$ cat config.mk
export PLATFORM = sky130hd
export DESIGN_NAME = atm_controller
export DESIGN_NICKNAME = d
export VERILOG_FILES = /design/src/rtl/atm_controller.sv
export SDC_FILE = /design/constraint.sdc
export NUM_CORES = 1
export LEC_CHECK = 0
export ABC_CLOCK_PERIOD_IN_PS = 5200
export BUFFER_PORTS_ARGS = -buffer_cell sky130_fd_sc_hd__buf_2
export CORE_MARGIN = 2
export CORE_UTILIZATION = 30
export DETAILED_ROUTE_END_ITERATION = 16
export GPL_TIMING_DRIVEN = 0
export PLACE_DENSITY = 0.43
export SYNTH_ARGS = -nofsm -noshare
export SYNTH_HDL_FRONTEND = slang
export SYNTH_SLANG_ARGS = --single-unit
export TNS_END_PERCENT = 50
$ cat constraint.sdc
create_clock -name clk -period 5.2 [get_ports clk]
set_input_delay 1.56 -clock clk [delete_from_list [all_inputs] [get_ports clk]]
set_output_delay 1.56 -clock clk [all_outputs]
set_load 0.02 [all_outputs]
$ cat src/rtl/atm_controller.sv
`default_nettype none
// ============================================================================
// Module      : atm_controller
// Description : ATM transaction controller. Validates a card session PIN,
//               performs one deposit or withdrawal, and holds the balance.
// Revision    : 1.0 - initial release
// ============================================================================
module atm_controller #(
    parameter logic [15:0] PIN             = 16'h4756,
    parameter logic [63:0] BALANCE_INICIAL = 64'd5000,
    parameter int          MAX_INTENTOS    = 3
) (
    input  logic        clk,
    input  logic        rst,
    input  logic        tarjeta_recibida,
    input  logic        digito_stb,
    input  logic [3:0]  digito,
    input  logic        tipo_trans,
    input  logic        monto_stb,
    input  logic [31:0] monto,
    output logic [63:0] balance,
    output logic        balance_actualizado,
    output logic        entregar_dinero,
    output logic        pin_incorrecto,
    output logic        advertencia,
    output logic        bloqueo,
    output logic        fondos_insuficientes
);

    localparam int                  c_ATT_W    = $clog2(MAX_INTENTOS + 1);
    localparam logic [c_ATT_W-1:0]  c_ATT_MAX  = c_ATT_W'(MAX_INTENTOS);
    localparam logic [c_ATT_W-1:0]  c_ATT_WARN = c_ATT_W'(MAX_INTENTOS - 1);
    localparam logic [c_ATT_W-1:0]  c_ATT_ONE  = c_ATT_W'(1);

    typedef enum logic [2:0] {
        ESPERANDO_TARJETA = 3'd0,
        VERIFICAR_PIN     = 3'd1,
        ESPERANDO_MONTO   = 3'd2,
        BLOQUEO           = 3'd3
    } state_t;

    state_t               r_state;
    state_t               w_state_nx;
    logic                 r_tarjeta_q;
    logic                 r_digito_q;
    logic                 r_monto_q;
    logic [15:0]          r_pin_sr;
    logic [15:0]          w_pin_sr_nx;
    logic [1:0]           r_cnt;
    logic [1:0]           w_cnt_nx;
    logic [c_ATT_W-1:0]   r_attempts;
    logic [c_ATT_W-1:0]   w_attempts_nx;
    logic [c_ATT_W-1:0]   w_attempts_inc;
    logic [63:0]          r_balance;
    logic [63:0]          w_balance_nx;
    logic                 r_act;
    logic                 w_act_nx;
    logic                 r_ent;
    logic                 w_ent_nx;
    logic                 r_pin_bad;
    logic                 w_pin_bad_nx;
    logic                 r_adv;
    logic                 w_adv_nx;
    logic                 r_blo;
    logic                 w_blo_nx;
    logic                 r_fon;
    logic                 w_fon_nx;

    logic                 w_ev_tarjeta;
    logic                 w_ev_digito;
    logic                 w_ev_monto;
    logic [15:0]          w_pin_full;
    logic [64:0]          w_sum;
    logic [63:0]          w_monto64;

    assign w_ev_tarjeta   = tarjeta_recibida & ~r_tarjeta_q;
    assign w_ev_digito    = digito_stb & ~r_digito_q;
    assign w_ev_monto     = monto_stb & ~r_monto_q;
    assign w_pin_full     = {r_pin_sr[11:0], digito};
    assign w_monto64      = {32'd0, monto};
    assign w_sum          = {1'b0, r_balance} + {1'b0, w_monto64};
    assign w_attempts_inc = r_attempts + c_ATT_ONE;

    always_comb begin
        w_state_nx    = r_state;
        w_pin_sr_nx   = r_pin_sr;
        w_cnt_nx      = r_cnt;
        w_attempts_nx = r_attempts;
        w_balance_nx  = r_balance;
        w_act_nx      = 1'b0;
        w_ent_nx      = 1'b0;
        w_pin_bad_nx  = 1'b0;
        w_fon_nx      = 1'b0;
        w_adv_nx      = r_adv;
        w_blo_nx      = r_blo;

        case (r_state)
            ESPERANDO_TARJETA: begin
                if (w_ev_tarjeta) begin
                    w_state_nx  = VERIFICAR_PIN;
                    w_cnt_nx    = 2'd0;
                    w_pin_sr_nx = 16'd0;
                end
            end
            VERIFICAR_PIN: begin
                if (w_ev_digito) begin
                    w_pin_sr_nx = w_pin_full;
                    w_cnt_nx    = r_cnt + 2'd1;
                    if (r_cnt == 2'd3) begin
                        if (w_pin_full == PIN) begin
                            w_state_nx    = ESPERANDO_MONTO;
                            w_attempts_nx = '0;
                            w_adv_nx      = 1'b0;
                        end else begin
                            w_pin_bad_nx  = 1'b1;
                            w_attempts_nx = w_attempts_inc;
                            if (w_attempts_inc == c_ATT_WARN) begin
                                w_adv_nx = 1'b1;
                            end
                            // Lockout takes effect on the same edge as the final mismatch pulse.
                            if (w_attempts_inc == c_ATT_MAX) begin
                                w_state_nx = BLOQUEO;
                                w_blo_nx   = 1'b1;
                                w_adv_nx   = 1'b0;
                            end
                        end
                    end
                end
            end
            ESPERANDO_MONTO: begin
                if (w_ev_monto) begin
                    w_state_nx = ESPERANDO_TARJETA;
                    if (!tipo_trans) begin
                        w_balance_nx = w_sum[64] ? {64{1'b1}} : w_sum[63:0];
                        w_act_nx     = 1'b1;
                    end else if (w_monto64 <= r_balance) begin
                        w_balance_nx = r_balance - w_monto64;
                        w_act_nx     = 1'b1;
                        w_ent_nx     = 1'b1;
                    end else begin
                        w_fon_nx = 1'b1;
                    end
                end
            end
            BLOQUEO: begin
                w_blo_nx = 1'b1;
                w_adv_nx = 1'b0;
            end
            default: begin
                w_state_nx = ESPERANDO_TARJETA;
            end
        endcase
    end

    always_ff @(posedge clk or posedge rst) begin
        if (rst) begin
            r_state     <= ESPERANDO_TARJETA;
            r_tarjeta_q <= 1'b0;
            r_digito_q  <= 1'b0;
            r_monto_q   <= 1'b0;
            r_pin_sr    <= 16'd0;
            r_cnt       <= 2'd0;
            r_attempts  <= '0;
            r_balance   <= BALANCE_INICIAL;
            r_act       <= 1'b0;
            r_ent       <= 1'b0;
            r_pin_bad   <= 1'b0;
            r_adv       <= 1'b0;
            r_blo       <= 1'b0;
            r_fon       <= 1'b0;
        end else begin
            r_state     <= w_state_nx;
            r_tarjeta_q <= tarjeta_recibida;
            r_digito_q  <= digito_stb;
            r_monto_q   <= monto_stb;
            r_pin_sr    <= w_pin_sr_nx;
            r_cnt       <= w_cnt_nx;
            r_attempts  <= w_attempts_nx;
            r_balance   <= w_balance_nx;
            r_act       <= w_act_nx;
            r_ent       <= w_ent_nx;
            r_pin_bad   <= w_pin_bad_nx;
            r_adv       <= w_adv_nx;
            r_blo       <= w_blo_nx;
            r_fon       <= w_fon_nx;
        end
    end

    assign balance              = r_balance;
    assign balance_actualizado  = r_act;
    assign entregar_dinero      = r_ent;
    assign pin_incorrecto       = r_pin_bad;
    assign advertencia          = r_adv;
    assign bloqueo              = r_blo;
    assign fondos_insuficientes = r_fon;

endmodule
`default_nettype wire
==> results of run 1 <==
## per-layer routing
metal,track usage,vias up,part of all wire
met1,0.339,4445,0.48
met3,0.0420,62,0.066
met5,0,-,0
li1,-,4446,-
met4,0.0730,0,0.028
met2,0.353,328,0.42
## metrics by stage
stage | hold slack [ns] | instance area [µm²] | std cells | utilization
3_5_place_dp | 0.453 | 9910 | 1644 | 0.343
4_1_cts | 0.478 | 10300 | 1664 | 0.357
6_report | 0.465 | 10300 | 1663 | 0.359
2_1_floorplan | 0.466 | 8840 | 1148 | -
5_1_grt | 0.522 | 10300 | 1663 | 0.359
3_3_place_gp | 0.458 | 9880 | 1643 | 0.342
## layout make-up
| class | instances | area [µm²] | area share |
|---|---|---|---|
| multi-input combinational | 911 | 6030 | 0.582 |
| timing repair buffer | 116 | 613 | 0.0592 |
| sequential | 91 | 2280 | 0.221 |
| clock buffer | 10 | 239 | 0.0231 |
| buffer | 69 | 318 | 0.0307 |
| inverter | 76 | 288 | 0.0278 |
| clock inverter | 6 | 100 | 0.00967 |
| tap | 384 | 480 | 0.0464 |
## sequential cells by signal, indices dropped and copies added, names as in the netlist
| signal | count |
|---|---|
| r_pin_sr | 12 |
| fondos_insuficientes | 1 |
| bloqueo | 1 |
| r_attempts | 2 |
| r_cnt | 2 |
| pin_incorrecto | 1 |
| advertencia | 1 |
| balance | 64 |
| r_state | 2 |
| balance_actualizado | 1 |
| r_tarjeta_q | 1 |
| entregar_dinero | 1 |
| r_monto_q | 1 |
| r_digito_q | 1 |
## worst max path at each step
| stage | startpoint | to | slack [ns] | cells after the start |
|---|---|---|---|---|
| after floorplan | monto[0] | balance[62]$_DFFE_PP0P_ | 0.77 | 13 |
| final | monto[6] | balance[20]$_DFFE_PP0P_ | 0.08 | 14 |
| after detailed placement | monto[24] | balance[61]$_DFFE_PP0P_ | -0.82 | 15 |
| after CTS | monto[0] | balance[14]$_DFFE_PP0P_ | 0.10 | 12 |
| after global routing | monto[0] | balance[48]$_DFFE_PP0P_ | 0.003 | 14 |
| after global placement | monto[24] | balance[61]$_DFFE_PP0P_ | -0.96 | 15 |
## where the power goes
| group | total [mW] | internal [mW] | switching, mW |
|---|---|---|---|
| logic | 2.18 | 0.789 | 1.39 |
| registers | 1.01 | 0.859 | 0.155 |
| clock network | 0.797 | 0.446 | 0.351 |
| total | 3.99 | 2.09 | 1.90 |
## placed cells by master, fill, tap and decap left out, types with 7 or more instances in the layout
cell type / n
and3_1: 9
clkbuf_1: 33
nand2b_1: 15
or4_1: 10
dfrtp_1: 86
mux2_2: 14
inv_1: 74
nor4_1: 16
xnor2_1: 30
a21oi_1: 116
nand4_1: 26
o21a_1: 11
or3_1: 13
and2_1: 12
mux2i_1: 8
clkbuf_16: 9
a21o_1: 16
o211ai_1: 11
a211oi_1: 10
nor3_1: 35
nor2_1: 113
o31ai_1: 14
nor2b_1: 7
ha_1: 67
nand2_1: 103
a22o_1: 13
buf_2: 136
o21ai_0: 49
a31oi_1: 28
nand3_1: 30
o21bai_1: 18
## logic make-up (layout without fill, tap and decap cells)
family / after synthesis / count (layout) / synth area share
AOI/OAI and AO/OA: 350 / 350 / 0.261
xor gates and xnor gates: 35 / 35 / 0.0347
adders and majority gates: 69 / 69 / 0.0993
buffers and inverters: 146 / 277 / 0.0679
DFF: 91 / 91 / 0.258
muxes: 28 / 28 / 0.0345
and+or+nand+nor: 429 / 429 / 0.245
## repair_timing
| item | 4_1_cts | 5_1_grt |
|---|---|---|
| gates resized for setup | 5 | 16 |
| buffers inserted | 4 | 0 |
| setup endpoints to repair | 26 | 33 |
| pin swaps | 2 | 1 |
==> run summary, run 1 <==
hold_sp = bloqueo$_DFFE_PP0P_
CP max stage delay = 0.51 ns
Routed WL per cell = 21.4 µm
MaxCap Viol Count = 0
Hold Crit Depth = 1
share of Yosys cell area claimed by the top area cell type = 0.243
later-pin clock latency in the skew report = 0.37 ns
Area contributors post-synth = dfrtp_1, ha_1, a21oi_1
layout cells sized above 1 = 0.167
crit path max-delay cell type = o41ai_2
DR iter-0 viols = 747
initial core utilization = 0.306
crit path capture type = flip-flop
CP top delay family = compound AO/OA/AOI/OAI gates
Required @ worst endpoint = 5.50 ns
largest net degree at the start of global routing = 52
CP bufs+invs = 4
Die X = 176 µm
post-layout power = 3.99 mW
top-count cell post-synth = a21oi_1
Worst VDD drop = 230 µV
Post-synth EDFFs = 0
Area growth syn-to-layout = 17.1%
DRC Markers = 0
Tcrit/Tclk final = 0.984
Worst Path Max Fanout = 9
Hold Vio Cnt, Final = 0
setup violators final = 0
Final Slew Violations = 0
final HPWL from detailed placement = 27.6 mm
hold endpoint = bloqueo$_DFFE_PP0P_
diodes inserted = 0
num rows = 62
Synth area leader = dfrtp_1
drt total wl = 35.6 mm
CTS buffer count = 9
Die H = 176 µm
unrepaired setup endpoints after global routing = false
CP arrival = 5.42 ns
Hold WC Path Type = reg2reg
FF+latch count, synth = 91
Synth Warn # = 0
CTS root buffer = clkbuf_16
initial antenna violation count = 0
Avg Inst Size Synth = 7.70 µm²
Port Buffers = 111
first-pass GRT wire length = 55.3 mm
core box area = 28900 µm²
crit path launch type = input pin
CTS Hold Bufs = 0
Syn Nets = 1259
Pwr Density = 386 nW/µm²
nets@finish = 1385
run status = completed
CTS tree = done
count of cell types in the netlist = 85
clock skew = 0.0110 ns
Post-synth ARST share = 1.00
Worst-Margin Slew = 1.08 ns
Ports = 112
ys flop type = dfrtp_1
FMAX = 0.195 GHz
GRT overflow = 0
sequential cell area fraction in the yosys report = 0.258
worst rel slew slack = 0.261
top cells by count, synth = a21oi_1, nor2_1, nand2_1
Fillers = 3144
TritonCTS sink count = 91
die area = 30900 µm²
crit path cell chain = buf_2 > inv_1 > ha_1 > clkbuf_1 > nor3_1 > o31ai_1 > o41ai_2 > nand4_1 > a21oi_4 > o211a_1 > or2_0 > clkbuf_1 > o21ai_0 > nand2_1
Routed Antenna Nets = 0
Netlist Area Pre-Place = 8840 µm²
Setup WS pre-CTS = -0.816 ns
worst reg2reg path startpoint = balance[7]$_DFFE_PP1P_
CP Class = in2reg
Worst Setup Slack, final = 0.0830 ns
GPL Wtd Cong = 0.944
r2r endpoint = balance[20]$_DFFE_PP0P_
reg2reg path depth = 12
Gate Count Post-Synth = 1148
clk buf depth = 2
CP dominant cell by count = clkbuf_1
min Tclk post-route = 5.12 ns
gr usage total = 0.234
setup TNS = 0 ns
htree depth = 3
DRT Pass-1 Iters = 7
DR vias = 9281
reg2reg setup slack = 0.97 ns
vias in the first global route = 9154
clk slew on worst S/H paths = 0.08 ns
Leak = 4.88 nW
vias per inst = 5.58
Power figures use the tool's default switching activity.
==> run 2: changes to the inputs <==
- CELL_PAD_IN_SITES_DETAIL_PLACEMENT: not set -> 2
- CELL_PAD_IN_SITES_GLOBAL_PLACEMENT: not set -> 2
- PLACE_DENSITY: 0.43 -> 0.68
==> run summary, run 2 (synthesis gave the netlist of run 1 again) <==
Leak = 4.89 nW (+0.26%)
Area growth syn-to-layout = 17.2%
reg2reg path depth = 11 (-1)
initial core utilization = 0.306 (unchanged)
post-layout util = 0.359 (+0.000477)
Worst Setup Slack, final = 0.153 ns (+0.0699 ns)
most common cell after layout, fill and taps aside = buf_2
diodes inserted = 0 (unchanged)
num rows = 62 (unchanged)
Routed Antenna Nets = 0 (unchanged)
Hold Vio Cnt, Final = 0 (unchanged)
run status = completed
DR iter-0 viols = 465 (-38%)
DRT Pass-1 Iters = 5 (-2)
Hold Crit Depth = 1 (unchanged)
Tcrit/Tclk final = 0.971 (-0.0134)
Hold WC Path Type = reg2reg
Pint = 2.05 mW (-2.3%)
CTS tree = done
min Tclk post-route = 5.05 ns (-0.0699 ns)
initial antenna violation count = 1 (+1)
combinational fraction of design power = 0.554 (+0.008)
most frequent cells in the layout = buf_2, a21oi_1, nor2_1
Ports = 112 (unchanged)
Worst-Margin Slew = 1.18 ns (+0.104 ns)
CTS Hold Bufs = 0 (unchanged)
clock skew = 0.0233 ns (+0.0123 ns)
max reg flops = 64 (unchanged)
clk buf depth = 2 (unchanged)
GPL Wtd Cong = 0.894 (-5.3%)
Final Slew Violations = 0 (unchanged)
Psw = 1.97 mW (+3.7%)
CTS root buffer = clkbuf_16
hold slack = 0.458 ns (-0.00701 ns)
setup violators final = 0 (unchanged)
vias per inst = 5.72 (+2.5%)
Fillers = 3442 (+9.5%)
final HPWL from detailed placement = 30.9 mm (+12%)
crit path launch type = input pin
unrepaired setup endpoints after global routing = false
largest net degree at the start of global routing = 51 (-1.9%)
later-pin clock latency in the skew report = 0.38 ns (about the same)
Die X = 176 µm (unchanged)
register share of total power = 0.254 (about the same)
crit path capture type = flip-flop
first-pass GRT wire length = 61.8 mm (+12%)
DRC Markers = 0 (unchanged)
MaxCap Viol Count = 0 (unchanged)
Port Buffers = 111 (unchanged)
Worst VDD drop = 142 µV (-38%)
CTS buffer count = 9 (unchanged)
vias in the first global route = 10100 (+10%)
setup TNS = 0 ns (unchanged)
core box area = 28900 µm² (unchanged)
clk slew on worst S/H paths = 0.08 ns (about the same)
layout cells sized above 1 = 0.172 (+0.00493)
Pwr Density = 387 nW/µm² (+0.40%)
gr usage total = 0.262 (+0.0272)
worst rel slew slack = 0.203 (-0.0578)
Routed WL per cell = 23.8 µm (+11%)
placed inst area = 9910 µm² (unchanged)
TritonCTS sink count = 91 (unchanged)
Sw Ratio = 0.490 (+0.0150)
drt total wl = 39.8 mm (+12%)
FMAX = 0.198 GHz (+1.4%)
CP Class = in2reg
Worst Path Max Fanout = 10 (+1)
Setup WS pre-CTS = -0.889 ns (-0.0736 ns)
post-route cell area = 10400 µm² (+0.13%)
Required @ worst endpoint = 5.41 ns (-0.09 ns)
GRT overflow = 0 (unchanged)
nets@finish = 1389 (+0.29%)
die area = 30900 µm² (unchanged)
Clk pwr share = 0.192 (-0.008)
CP arrival = 5.25 ns (-0.17 ns)
htree depth = 3 (unchanged)
Die H = 176 µm (unchanged)
DR vias = 9535 (+2.7%)
[run 2: cell count changes in the layout (fill, tap and decap cells not counted), sizes merged]
cell | before | now
clkinvlp | 0 | 1
bufinv | 2 | 1
buf | 148 | 151
clkinv | 0 | 2
inv | 80 | 79
[run 2: repair_timing]
action / in CTS / in global routing
setup endpoints to repair: 44 / 53
setup buffers: 5 / 3
resized for setup: 8 / 15
pin swaps: 2 / 3
[run 2: layout make-up]
cell class              count  area, µm²  share of cell area
plain buffers              69        318              0.0307
clock buffers               9        225              0.0217
clock inverters             7       96.3             0.00930
inverters                  76        288              0.0278
multi-input cells         911       6030               0.582
flip-flops and latches     91       2280               0.220
well taps                 384        480              0.0464
repair buffers            120        643              0.0621
[run 2: metrics by stage]
stage | cells | power [mW]
2_1_floorplan | 1148 | 2.52
3_3_place_gp | 1643 | 3.15
3_5_place_dp | 1644 | 3.21
4_1_cts | 1665 | 4.03
5_1_grt | 1667 | 4.31
6_report | 1667 | 4.01
[run 2: power by group through the flow]
stage | registers [mW] | clock network [mW] | logic (mW)
final | 1.02 | 0.770 | 2.22
after global routing | 1.05 | 0.810 | 2.45
after global placement | 1.03 | 0 | 2.12
after floorplan | 1.09 | 0 | 1.42
after CTS | 1.02 | 0.795 | 2.21
after detailed placement | 1.03 | 0 | 2.17
[run 2: path summary, 6_finish.rpt]
path / to / slack (ns) / startpoint
hold / removal: bloqueo$_DFFE_PP0P_ / 0.46 / bloqueo$_DFFE_PP0P_
setup reg to reg: balance[4]$_DFFE_PP0P_ / 0.99 / balance[0]$_DFFE_PP0P_
max in group asynchronous: balance[3]$_DFFE_PP1P_ / 3.20 / rst
hold reg to reg: bloqueo$_DFFE_PP0P_ / 0.46 / bloqueo$_DFFE_PP0P_
setup / recovery: balance[4]$_DFFE_PP0P_ / 0.15 / monto[0]
min in group asynchronous: balance[10]$_DFFE_PP0P_ / 1.28 / rst
[run 2: worst max-delay path: stages]
cell      delay (ns)
buf_2           0.13
ha_1            0.23
fa_1            0.40
nor2b_1         0.18
o21a_1          0.20
o31ai_1         0.56
o41ai_2         0.20
nand4_1         0.30
a21oi_4         0.16
o211ai_1        0.38
clkbuf_1        0.76
a31oi_1         0.19
[run 2: metal layers]
layer | share of wire | global-route usage | vias up
li1 | - | - | 4449
met1 | 0.49 | 0.374 | 4852
met2 | 0.46 | 0.419 | 191
met3 | 0.037 | 0.0301 | 41
met4 | 0.018 | 0.0675 | 2
met5 | 0.00023 | 0 | -
==> run 3: changes to the inputs <==
- ABC_CLOCK_PERIOD_IN_PS: 5200 -> 4600
- BUFFER_PORTS_ARGS: -buffer_cell sky130_fd_sc_hd__buf_2 -> not set
- DONT_BUFFER_PORTS: not set -> 1
- PLACE_DENSITY: 0.68 -> 0.79
- clock period: 5.2 -> 4.6 ns (I/O delays scaled with it)
==> run summary, run 3 (synthesis gave the netlist of run 1 again) <==
run status = completed
crit path launch type = input pin
diodes inserted = 0 (unchanged)
Clk pwr share = 0.199 (+0.007)
CTS Hold Bufs = 0 (unchanged)
Routed Antenna Nets = 0 (unchanged)
Leak = 4.36 nW (-11%)
Area growth syn-to-layout = 11.5%
crit path from = monto[0]
GRT overflow = 0 (unchanged)
worst rel slew slack = 0.221 (+0.0183)
FMAX = 0.219 GHz
later-pin clock latency in the skew report = 0.37 ns (about the same)
setup violators final = 0 (unchanged)
first-pass GRT wire length = 59.6 mm (-3.5%)
worst reg2reg path startpoint = balance[0]$_DFFE_PP0P_
initial core utilization = 0.306 (unchanged)
CP arrival = 4.83 ns (-0.42 ns)
initial antenna violation count = 0 (-1)
post-layout power = 4.48 mW (+12%)
min Tclk post-route = 4.57 ns
CP Class = in2reg
layout cells sized above 1 = 0.101 (-0.0709)
clk buf depth = 2 (unchanged)
CP max stage delay = 0.45 ns (-0.31 ns)
post-layout util = 0.342 (-0.0174)
CTS root buffer = clkbuf_16
vias per inst = 5.99 (+4.6%)
Hold Vio Cnt, Final = 0 (unchanged)
final HPWL from detailed placement = 29.6 mm (-4.3%)
Tcrit/Tclk final = 0.993
Psw = 2.19 mW (+11%)
vias in the first global route = 9753 (-3.2%)
max reg flops = 64 (unchanged)
crit path capture type = flip-flop
Routed WL per cell = 24.7 µm (+3.4%)
gr usage total = 0.249 (-0.0129)
core box area = 28900 µm² (unchanged)
GPL Wtd Cong = 0.913 (+2.2%)
CTS buffer count = 9 (unchanged)
Port Buffers = 0 (-100%)
drt total wl = 38.2 mm (-4.0%)
CTS tree = done
MaxCap Viol Count = 0 (unchanged)
largest net degree at the start of global routing = 52 (+2.0%)
combinational fraction of design power = 0.510 (-0.044)
crit path max-delay cell type = a311oi_4
die area = 30900 µm² (unchanged)
Hold WC Path Type = reg2reg
Sw Ratio = 0.490 (-0.000502)
clock skew = 0.0100 ns (-0.0132 ns)
htree depth = 3 (unchanged)
DR iter-0 viols = 660 (+42%)
Ports = 112 (unchanged)
TritonCTS sink count = 91 (unchanged)
clk slew on worst S/H paths = 0.08 ns (about the same)
hold_sp = r_pin_sr[9]$_DFFE_PP0P_
nets@finish = 1270 (-8.6%)
Final Slew Violations = 0 (unchanged)
Worst VDD drop = 233 µV (+64%)
Pwr Density = 454 nW/µm² (+17%)
most common cell after layout, fill and taps aside = a21oi_1
Pint = 2.28 mW (+12%)
Worst-Margin Slew = 1.16 ns (-0.0272 ns)
register share of total power = 0.291 (+0.037)
DR vias = 9266 (-2.8%)
Required @ worst endpoint = 4.87 ns (-0.54 ns)
DRT Pass-1 Iters = 5 (unchanged)
most frequent cells in the layout = a21oi_1, nor2_1, nand2_1
Die X = 176 µm (unchanged)
Die H = 176 µm (unchanged)
num rows = 62 (unchanged)
crit path cell chain = ha_1 > inv_1 > fa_1 > a211oi_1 > o21bai_1 > a211oi_2 > or4_1 > a31oi_2 > a311oi_4 > nand4_1 > nand2b_1 > a21oi_1 > mux2_2
Worst Path Max Fanout = 5 (-5)
DRC Markers = 0 (unchanged)
[run 3: area by class of cell]
type	count	area [µm²]
sequential	91	2280
clock inverter	7	105
timing repair buffer	4	50.0
clock buffer	9	225
inverter	76	288
multi-input combinational	911	6120
buffer	66	312
fill	3423	19000
tap	384	480
[run 3: per-layer routing]
metal  global-route usage  share of wire
met1                0.329           0.44
met2                0.403           0.47
met3               0.0595          0.072
met4               0.0737          0.020
met5                    0              0
[run 3: stage by stage]
step                      instances  cell area (µm²)  hold WS, ns  setup TNS (ns)  setup WS (ns)
after detailed placement       1533             9350        0.491          -45.03          -1.32
after CTS                      1550             9800        0.512               0        0.00451
after global placement         1532             9320        0.484          -90.90          -1.32
final                          1548             9860        0.507               0         0.0316
after global routing           1548             9860        0.540         -0.0371        -0.0205
after floorplan                1148             8840        0.466               0          0.354
[run 3: worst max-delay path: cells and delay by family]
family / cells / cell delay [ns]
AO/OA/AOI/OAI: 6 / 1.71
buffers and inverters: 1 / 0.05
adder cells (fa/ha/maj): 2 / 0.56
multiplexers: 1 / 0.35
AND/OR/NAND/NOR: 3 / 0.78
[run 3: path summary, 6_finish.rpt]
path / slack [ns] / end / cells after the start
worst min register to register: 0.51 / r_pin_sr[9]$_DFFE_PP0P_ / 1
max in group asynchronous: 2.92 / balance[3]$_DFFE_PP1P_ / 2
worst max register to register: 0.40 / balance[58]$_DFFE_PP0P_ / 14
worst max-delay path: 0.03 / balance[58]$_DFFE_PP0P_ / 13
min in group asynchronous: 0.98 / balance[10]$_DFFE_PP0P_ / 1
worst min-delay path: 0.51 / r_pin_sr[9]$_DFFE_PP0P_ / 1
[run 3: power by group through the flow]
stage	combinational, mW	sequential, mW	clock [mW]
2_1_floorplan	1.61	1.24	0
3_3_place_gp	2.10	1.31	0
3_5_place_dp	2.18	1.32	0
4_1_cts	2.23	1.31	0.910
5_1_grt	2.51	1.34	0.941
6_report	2.28	1.30	0.892
[run 3: timing repair]
item	CTS	global route
pin swaps	2	3
endpoints found under the setup margin	59	56
resized for setup	24	16
buffers inserted	2	1
hold endpoints to repair	0	0
